--- src/rtl/mips_ctrl_pkg.sv ---
// Shared encodings for the multicycle MIPS control path: states, opcodes,
// ALU/PC mux codes and the per-state Moore output table.
package mips_ctrl_pkg;

  typedef enum logic [3:0] {
    S_FETCH   = 4'd0,
    S_DECODE  = 4'd1,
    S_MEMADR  = 4'd2,
    S_MEMRD   = 4'd3,
    S_MEMWB   = 4'd4,
    S_MEMWR   = 4'd5,
    S_RTYPE   = 4'd6,
    S_ALUWB   = 4'd7,
    S_BEQ     = 4'd8,
    S_ADDI_EX = 4'd9,
    S_ADDI_WB = 4'd10,
    S_JUMP    = 4'd11
  } state_e;

  localparam logic [5:0] OP_RTYPE = 6'h00;
  localparam logic [5:0] OP_LW    = 6'h23;
  localparam logic [5:0] OP_SW    = 6'h2B;
  localparam logic [5:0] OP_BEQ   = 6'h04;
  localparam logic [5:0] OP_ADDI  = 6'h08;
  localparam logic [5:0] OP_J     = 6'h02;

  localparam logic [1:0] ALUOP_ADD   = 2'b00;
  localparam logic [1:0] ALUOP_SUB   = 2'b01;
  localparam logic [1:0] ALUOP_FUNCT = 2'b10;

  localparam logic [1:0] SRCB_B       = 2'b00;
  localparam logic [1:0] SRCB_FOUR    = 2'b01;
  localparam logic [1:0] SRCB_IMM     = 2'b10;
  localparam logic [1:0] SRCB_IMM_SH2 = 2'b11;

  localparam logic [1:0] PCSRC_ALU    = 2'b00;
  localparam logic [1:0] PCSRC_ALUOUT = 2'b01;
  localparam logic [1:0] PCSRC_JUMP   = 2'b10;

  typedef struct packed {
    logic       pc_write;
    logic       pc_write_cond;
    logic       iord;
    logic       mem_read;
    logic       mem_write;
    logic       ir_write;
    logic       mem_to_reg;
    logic       reg_dst;
    logic       reg_write;
    logic       alu_src_a;
    logic [1:0] alu_src_b;
    logic [1:0] alu_op;
    logic [1:0] pc_source;
  } ctrl_t;

  // Control word asserted while the FSM sits in state s; unused encodings are all-zero.
  function automatic ctrl_t ctrl_of(input logic [3:0] s);
    ctrl_t c;
    c = '0;
    case (s)
      S_FETCH: begin
        c.mem_read  = 1'b1;
        c.ir_write  = 1'b1;
        c.alu_src_b = SRCB_FOUR;
        c.alu_op    = ALUOP_ADD;
        c.pc_write  = 1'b1;
        c.pc_source = PCSRC_ALU;
      end
      S_DECODE:  c.alu_src_b = SRCB_IMM_SH2;
      S_MEMADR: begin
        c.alu_src_a = 1'b1;
        c.alu_src_b = SRCB_IMM;
      end
      S_MEMRD: begin
        c.mem_read = 1'b1;
        c.iord     = 1'b1;
      end
      S_MEMWB: begin
        c.reg_write  = 1'b1;
        c.mem_to_reg = 1'b1;
      end
      S_MEMWR: begin
        c.mem_write = 1'b1;
        c.iord      = 1'b1;
      end
      S_RTYPE: begin
        c.alu_src_a = 1'b1;
        c.alu_op    = ALUOP_FUNCT;
      end
      S_ALUWB: begin
        c.reg_write = 1'b1;
        c.reg_dst   = 1'b1;
      end
      S_BEQ: begin
        c.alu_src_a     = 1'b1;
        c.alu_op        = ALUOP_SUB;
        c.pc_write_cond = 1'b1;
        c.pc_source     = PCSRC_ALUOUT;
      end
      S_ADDI_EX: begin
        c.alu_src_a = 1'b1;
        c.alu_src_b = SRCB_IMM;
      end
      S_ADDI_WB: c.reg_write = 1'b1;
      S_JUMP: begin
        c.pc_write  = 1'b1;
        c.pc_source = PCSRC_JUMP;
      end
      default: c = '0;
    endcase
    return c;
  endfunction

endpackage

--- src/rtl/mips_multicycle_ctrl.sv ---
// Moore sequencer for the multicycle MIPS datapath (FETCH..writeback).
// Define MIPS_CTRL_MEM_WAIT_EN to add mem_ready and stall FETCH/MEMRD/MEMWR on slow memory.
module mips_multicycle_ctrl
  import mips_ctrl_pkg::*;
#(
  parameter int OPC_W   = 6,
  parameter int STATE_W = 4
) (
  input  logic               clk,
  input  logic               rst,
`ifdef MIPS_CTRL_MEM_WAIT_EN
  input  logic               mem_ready,
`endif
  input  logic [OPC_W-1:0]   opcode,
  output logic               pc_write,
  output logic               pc_write_cond,
  output logic               iord,
  output logic               mem_read,
  output logic               mem_write,
  output logic               ir_write,
  output logic               mem_to_reg,
  output logic               reg_dst,
  output logic               reg_write,
  output logic               alu_src_a,
  output logic [1:0]         alu_src_b,
  output logic [1:0]         alu_op,
  output logic [1:0]         pc_source,
  output logic [STATE_W-1:0] state,
  output logic               illegal_op
);

  state_e state_q, state_d;
  ctrl_t  ctrl_q;
  ctrl_t  ctrl_out;
  logic   mem_ok;
  logic   is_mem_op;
  logic   opc_legal;

`ifdef MIPS_CTRL_MEM_WAIT_EN
  assign mem_ok = mem_ready;
`else
  assign mem_ok = 1'b1;
`endif

  assign is_mem_op = (opcode == OPC_W'(OP_LW)) || (opcode == OPC_W'(OP_SW));
  assign opc_legal = is_mem_op
                  || (opcode == OPC_W'(OP_RTYPE))
                  || (opcode == OPC_W'(OP_BEQ))
                  || (opcode == OPC_W'(OP_ADDI))
                  || (opcode == OPC_W'(OP_J));

  always_comb begin
    state_d = S_FETCH;
    case (state_q)
      S_FETCH:  state_d = mem_ok ? S_DECODE : S_FETCH;
      S_DECODE: begin
        if (is_mem_op)                         state_d = S_MEMADR;
        else if (opcode == OPC_W'(OP_RTYPE))   state_d = S_RTYPE;
        else if (opcode == OPC_W'(OP_BEQ))     state_d = S_BEQ;
        else if (opcode == OPC_W'(OP_ADDI))    state_d = S_ADDI_EX;
        else if (opcode == OPC_W'(OP_J))       state_d = S_JUMP;
        else                                   state_d = S_FETCH;
      end
      S_MEMADR:  state_d = (opcode == OPC_W'(OP_LW)) ? S_MEMRD : S_MEMWR;
      S_MEMRD:   state_d = mem_ok ? S_MEMWB : S_MEMRD;
      S_MEMWR:   state_d = mem_ok ? S_FETCH : S_MEMWR;
      S_RTYPE:   state_d = S_ALUWB;
      S_ADDI_EX: state_d = S_ADDI_WB;
      default:   state_d = S_FETCH;
    endcase
  end

  // The control word is registered alongside the state so ctrl_q always equals ctrl_of(state_q).
  always_ff @(posedge clk) begin
    if (rst) begin
      state_q <= S_FETCH;
      ctrl_q  <= ctrl_of(S_FETCH);
    end else begin
      state_q <= state_d;
      ctrl_q  <= ctrl_of(state_d);
    end
  end

  // Reset blanks every strobe in the same cycle so an abandoned instruction cannot write.
  always_comb begin
    ctrl_out = rst ? '0 : ctrl_q;
    if (state_q == S_FETCH && !mem_ok) begin
      ctrl_out.pc_write = 1'b0;
      ctrl_out.ir_write = 1'b0;
    end
  end

  assign pc_write      = ctrl_out.pc_write;
  assign pc_write_cond = ctrl_out.pc_write_cond;
  assign iord          = ctrl_out.iord;
  assign mem_read      = ctrl_out.mem_read;
  assign mem_write     = ctrl_out.mem_write;
  assign ir_write      = ctrl_out.ir_write;
  assign mem_to_reg    = ctrl_out.mem_to_reg;
  assign reg_dst       = ctrl_out.reg_dst;
  assign reg_write     = ctrl_out.reg_write;
  assign alu_src_a     = ctrl_out.alu_src_a;
  assign alu_src_b     = ctrl_out.alu_src_b;
  assign alu_op        = ctrl_out.alu_op;
  assign pc_source     = ctrl_out.pc_source;
  assign state         = STATE_W'(state_q);
  assign illegal_op    = !rst && (state_q == S_DECODE) && !opc_legal;

endmodule

--- config.mk ---
export PLATFORM = sky130hd
export DESIGN_NAME = mips_multicycle_ctrl
export DESIGN_NICKNAME = d
export VERILOG_FILES = /design/src/rtl/mips_ctrl_pkg.sv /design/src/rtl/mips_multicycle_ctrl.sv
export SDC_FILE = /design/constraint.sdc
export NUM_CORES = 1
export LEC_CHECK = 0
export BUFFER_PORTS_ARGS = -buffer_cell sky130_fd_sc_hd__buf_2
export CAP_MARGIN = 20
export CORE_AREA = 2 2 54 56
export DETAILED_ROUTE_END_ITERATION = 16
export DIE_AREA = 0 0 56 58
export PLACE_DENSITY = 0.65
export REMOVE_ABC_BUFFERS = 1
export SLEW_MARGIN = 15
export SYNTH_ARGS = -nofsm -noshare
export SYNTH_HDL_FRONTEND = slang
export SYNTH_SLANG_ARGS = --single-unit
export TNS_END_PERCENT = 10
--- constraint.sdc ---
create_clock -name clk -period 2.4 [get_ports clk]
set_clock_uncertainty 0.2 [all_clocks]
set_input_delay 0.24 -clock clk [delete_from_list [all_inputs] [get_ports clk]]
set_output_delay 0.24 -clock clk [all_outputs]
set_load 0.02 [all_outputs]
==> flow_metrics.py, run 1 <==
metrics = {
    "run_status": {
        "outcome": "completed",
    },
    "floorplanning": {
        "die_y_um": 58,
        "placementRows": 19,
        "initial_utilization": 0.337,
        "die_x_um": 56,
        "pin_count": 29,
        "core_um2": 2660,
        "floorplan.die_area_um2": 3250,
    },
    "yosys": {
        "synth.most_common_cell": "dfxtp_1",
        "ys_seq_elements": 18,
        "ys_seq_area_frac": 0.402,
        "synth_area_leader_cell": "dfxtp_1",
        "synth_edf_count": 0,
        "synth_ff_type": "dfxtp_1",
        "synth_area_leaders": "dfxtp_1 40%, nor2b_1 11%, nor4_1 4.2%",
        "syn_avg_cell_area_um2": 8.71,
        "synthArstFlopShare": 0,
        "synth.distinct_cells": 40,
        "yosys.area.top_type_share": 0.402,
        "syn_inst": 103,
        "synthTopCellsByCount": "18 x dfxtp_1, 16 x nor2b_1, 6 x nor2_1, 6 x nor4_1, 5 x inv_1",
        "ys_warn_count": 0,
        "netlist_area_um2": 897,
    },
    "sta": {
        "final_max_slew_viol_count": 0,
        "setup-tns-final_ns": 0,
        "worst_slew_pin_slew_ns": 0.492,
        "rsz0062_at_grt": "no",
        "setup_slack_ns": 0.241,
        "clock.fmax_mhz": 463,
        "finalSetupViolations": 0,
        "slew_headroom": 0.670,
        "holdWs_ns": 0.172,
        "min_period_over_period": 0.900,
        "fin_crit_ns": 2.16,
        "hold_viol": 0,
    },
    "worst_setup_path": {
        "crit_required_ns": 2.36,
        "critPathKind": "reg2reg",
        "rr_worst_depth": 5,
        "r2r_slack_ns": 0.24,
        "timing.rr.end": "ctrl_q[15]",
        "path_max_fanout": 12,
        "r2r-start": "state[2]",
        "critPathLaunchType": "flop",
        "crit_arrival_ns": 2.12,
        "endpoint_kind": "flop",
    },
    "min_path": {
        "hold_end": "state[2]",
        "hp-class": "in2reg",
        "worstHoldStart": "rst",
        "whs_path_depth": 2,
    },
    "place": {
        "pre_cts_ws_ns": 0.270,
        "hpwl_um": 1430,
        "io_buffers": 28,
        "dp_cells": 155,
        "gp_congestion": 0.810,
    },
    "power": {
        "peakVddDrop_mv": 0.296,
        "cellPowerDensity_nw_per_um2": 538,
        "p_leak_nw": 0.455,
    },
    "global_routing": {
        "grt_max_degree": 29,
        "antenna_found_initial": 0,
        "grt_pass1_vias": 665,
        "grt_pass1_wl_um": 3040,
        "track_usage": 0.119,
        "overflow": 0,
    },
    "cts": {
        "clk-insertion-delay-late_ns": 0.29,
        "worst_setup_hold_path_clk_slew_ns": 0.10,
        "cts_inserted_buffers": 3,
        "post_cts_buffers": 0,
        "cts_sinks": 18,
        "cts_root_buffer": "clkbuf_4",
        "cts_resized": 0,
        "h-tree-depth": 1,
        "cts-hold-fix-buffers": 0,
        "cts_tree": "yes",
        "clock_path_buffers": 2,
    },
    "detailed_routing": {
        "detail_route.vias_per_cell": 5.28,
        "wl_um": 1920,
        "postRouteAntennaNets": 0,
        "vias": 840,
        "drt_iter0_drc": 26,
        "routedWlPerCell_um": 12.1,
        "drc": 0,
        "dr.pass1.iters": 6,
    },
    "final_layout": {
        "drive_above_1_share": 0.305,
        "nNetsFinal": 137,
        "insertedDiodeCount": 0,
        "n_fill_cell": 292,
        "instances_no_fill": 159,
        "area_growth_pct": 19.9,
    },
    "job": {
        "maxCapViolCount": 0,
    },
}
-- final cells by class --
type / instances / area (um2) / area share
clock buffers: 4 / 36.3 / 0.0337
inverters: 5 / 18.8 / 0.0174
multi-input cells: 73 / 482 / 0.448
flip-flops and latches: 18 / 360 / 0.335
well taps: 31 / 38.8 / 0.0360
repair buffers: 28 / 140 / 0.130
-- flip-flops by register name, summed over array words and instances, names as in the netlist --
register	count
ctrl_q	14
state	4
-- report_power, final --
part / switching, W / internal, W
clock: 0.0000911 / 0.0000925
combinational: 0.0000522 / 0.0000301
sequential: 0.00000535 / 0.000308
-- worst max-delay path, cell delays in order (launching register included) --
cell and delay (ns):
dfxtp_1 0.55, nor4_1 0.12, a2111oi_2 0.44, nor2_1 0.22, a41oi_1 0.34, o21ai_0 0.16
-- cell families after synthesis --
group / count (synthesis) / share of synthesized area
buffers and inverters: 12 / 0.0614
AND/OR/NAND/NOR: 52 / 0.357
XOR/XNOR: 1 / 0.00976
flip-flops: 18 / 0.402
AO/OA/AOI/OAI: 20 / 0.170
-- cell usage in the layout, fill, tap and decap left out, types with 2 or more instances in the layout --
cell      synthesis  layout
inv_1             5       5
nand3_1           3       3
o21ai_0           3       3
a21oi_1           3       3
nand2_1           4       4
buf_2             2      28
nor2_1            6       6
or4_1             2       2
clkbuf_4          0       3
dfxtp_1          18      18
nor2b_1          16      16
a31o_2            2       2
nor4_1            6       6
nor3_1            3       3
-- worst max-delay path by stage --
stage	from	to	cells past startpoint
6_report	state[2]	ctrl_q[15]	5
3_5_place_dp	state[2]	ctrl_q[15]	5
2_1_floorplan	state[2]	ctrl_q[13]	5
5_1_grt	state[0]	ctrl_q[15]	5
4_1_cts	state[2]	ctrl_q[15]	5
3_3_place_gp	opcode[2]	ctrl_q[15]	6
-- stage by stage --
stage	util	power (W)	area, um2
after detailed placement	0.391	0.000402	1040
after CTS	0.404	0.000580	1080
after floorplan	-	0.000367	861
after global routing	0.404	0.000606	1080
final	0.404	0.000579	1080
after global placement	0.391	0.000400	1040
-- per-layer routing --
metal,track usage,wire length (um)
met4,0.0612,34
met1,0.163,927
met5,0,0
met2,0.176,820
met3,0.0290,141
(Power assumes the default switching activity.)
==> inputs of run 2 (changes only) <==
BUFFER_PORTS_ARGS = -buffer_cell sky130_fd_sc_hd__buf_4   (was -buffer_cell sky130_fd_sc_hd__buf_2)
==> run 2 against run 1 <==
  * Power increased by 1.2%
  * Count of clock-buffer cells in the layout unchanged
  * Clock power about the same
  * Non-clock buffer count unchanged
  * Maximum frequency increased by 0.66%
  * Critical endpoint unchanged
  * Cell count unchanged
  * Via count decreased by 0.36%
  * Global-route usage increased by 1.2 points
  * Utilization increased by 2.6 points
  * Combinational power increased by 11%
  * Critical path depth unchanged
==> flow_metrics.py, run 2 (synthesis results as in run 1) <==
metrics = {
    "detailed_routing": {
        "vias": 837,
        "drc": 0,
        "postRouteAntennaNets": 0,
        "wl_um": 2020,
        "routedWlPerCell_um": 12.7,
        "drt_iter0_drc": 8,
        "dr.pass1.iters": 3,
        "detail_route.vias_per_cell": 5.26,
    },
    "sta": {
        "min_period_over_period": 0.894,
        "final_max_slew_viol_count": 0,
        "worst_slew_pin_slew_ns": 0.517,
        "hold_viol": 0,
        "setup-tns-final_ns": 0,
        "rsz0062_at_grt": "no",
        "finalSetupViolations": 0,
        "fin_crit_ns": 2.14,
        "slew_headroom": 0.654,
        "clock.fmax_mhz": 466,
    },
    "final_layout": {
        "largest_reg_flops": 14,
        "multiInputGateArea_um2": 482,
        "nNetsFinal": 137,
        "layout_commonest_cell": "buf_4",
        "layout_common_cells": "28 x buf_4, 18 x dfxtp_1, 16 x nor2b_1",
        "insertedDiodeCount": 0,
        "seqCellArea_um2": 360,
        "area_growth_pct": 27.8,
        "drive_above_1_share": 0.305,
        "n_fill_cell": 283,
        "regMostFlops": "ctrl_q",
    },
    "cts": {
        "worst_setup_hold_path_clk_slew_ns": 0.10,
        "cts-hold-fix-buffers": 0,
        "h-tree-depth": 1,
        "cts_resized": 0,
        "cts_inserted_buffers": 3,
        "clk-insertion-delay-late_ns": 0.29,
        "clock_path_buffers": 2,
        "cts_sinks": 18,
        "cts_tree": "yes",
        "cts_root_buffer": "clkbuf_4",
        "post_cts_buffers": 0,
    },
    "place": {
        "hpwl_um": 1540,
        "gp_congestion": 0.838,
        "io_buffers": 28,
    },
    "floorplanning": {
        "placementRows": 19,
        "die_x_um": 56,
        "die_y_um": 58,
        "initial_utilization": 0.337,
        "pin_count": 29,
        "core_um2": 2660,
        "floorplan.die_area_um2": 3250,
    },
    "global_routing": {
        "antenna_found_initial": 0,
        "grt_max_degree": 29,
        "overflow": 0,
        "track_usage": 0.132,
        "grt_pass1_wl_um": 3370,
        "grt_pass1_vias": 752,
    },
    "power": {
        "power_w": 0.000586,
        "cellPowerDensity_nw_per_um2": 511,
        "p_leak_nw": 0.463,
        "peakVddDrop_mv": 0.278,
    },
    "worst_setup_path": {
        "crit_required_ns": 2.36,
        "r2r-start": "state[2]",
        "critPathKind": "reg2reg",
        "endpoint_kind": "flop",
        "timing.rr.end": "ctrl_q[15]",
        "r2r_slack_ns": 0.26,
        "critPathLaunchType": "flop",
        "path_max_fanout": 12,
        "crit_arrival_ns": 2.11,
        "rr_worst_depth": 5,
    },
    "min_path": {
        "hp-class": "in2reg",
        "hold_end": "ctrl_q[13]",
        "worstHoldStart": "rst",
        "whs_path_depth": 2,
    },
    "job": {
        "maxCapViolCount": 0,
    },
    "run_status": {
        "outcome": "completed",
    },
}
## run 2: per-stage QoR
step           hold slack (ns)  utilization  instance area [um2]  worst slack (ns)  cells
2_1_floorplan            0.102            -                  861             0.440     96
3_5_place_dp             0.409        0.417                 1110             0.266    155
5_1_grt                  0.114        0.430                 1150            0.0107    159
6_report                0.0902        0.430                 1150             0.255    159
3_3_place_gp             0.402        0.417                 1110             0.340    155
4_1_cts                  0.101        0.430                 1150             0.226    159
## run 2: how the worst max path moves through the flow
stage | slack, ns | cells past startpoint | startpoint | endpoint
after detailed placement | 0.27 | 5 | state[2] | ctrl_q[15]
after global routing | 0.01 | 5 | state[0] | ctrl_q[15]
after CTS | 0.23 | 5 | state[2] | ctrl_q[15]
after global placement | 0.34 | 5 | state[2] | ctrl_q[13]
after floorplan | 0.44 | 5 | state[2] | ctrl_q[13]
final | 0.26 | 5 | state[2] | ctrl_q[15]
## run 2: cell type report
cell class,count,area share
Clock buffer,4,0.0317
Inverter,5,0.0164
Tap cell,31,0.0338
Timing Repair Buffer,28,0.183
Sequential cell,18,0.314
Multi-Input combinational cell,73,0.420
## run 2: layer usage
metal / vias up / part of all wire / track usage
met4: 0 / 0.013 / 0.0510
met2: 27 / 0.46 / 0.234
met1: 385 / 0.46 / 0.159
met3: 4 / 0.062 / 0.0223
met5: - / 0 / 0
li1: 421 / - / -
## run 2: power breakdown
group          switching, W  internal, W  total [W]
registers        0.00000570     0.000308   0.000313
clock network     0.0000886    0.0000924   0.000181
logic             0.0000525    0.0000388  0.0000913
## run 2: critical path, cell delays in order (launching register included)
cell       delay [ns]
dfxtp_1          0.56
nor4_1           0.11
a2111oi_2        0.45
nor2_1           0.23
a41oi_1          0.32
o21ai_0          0.15
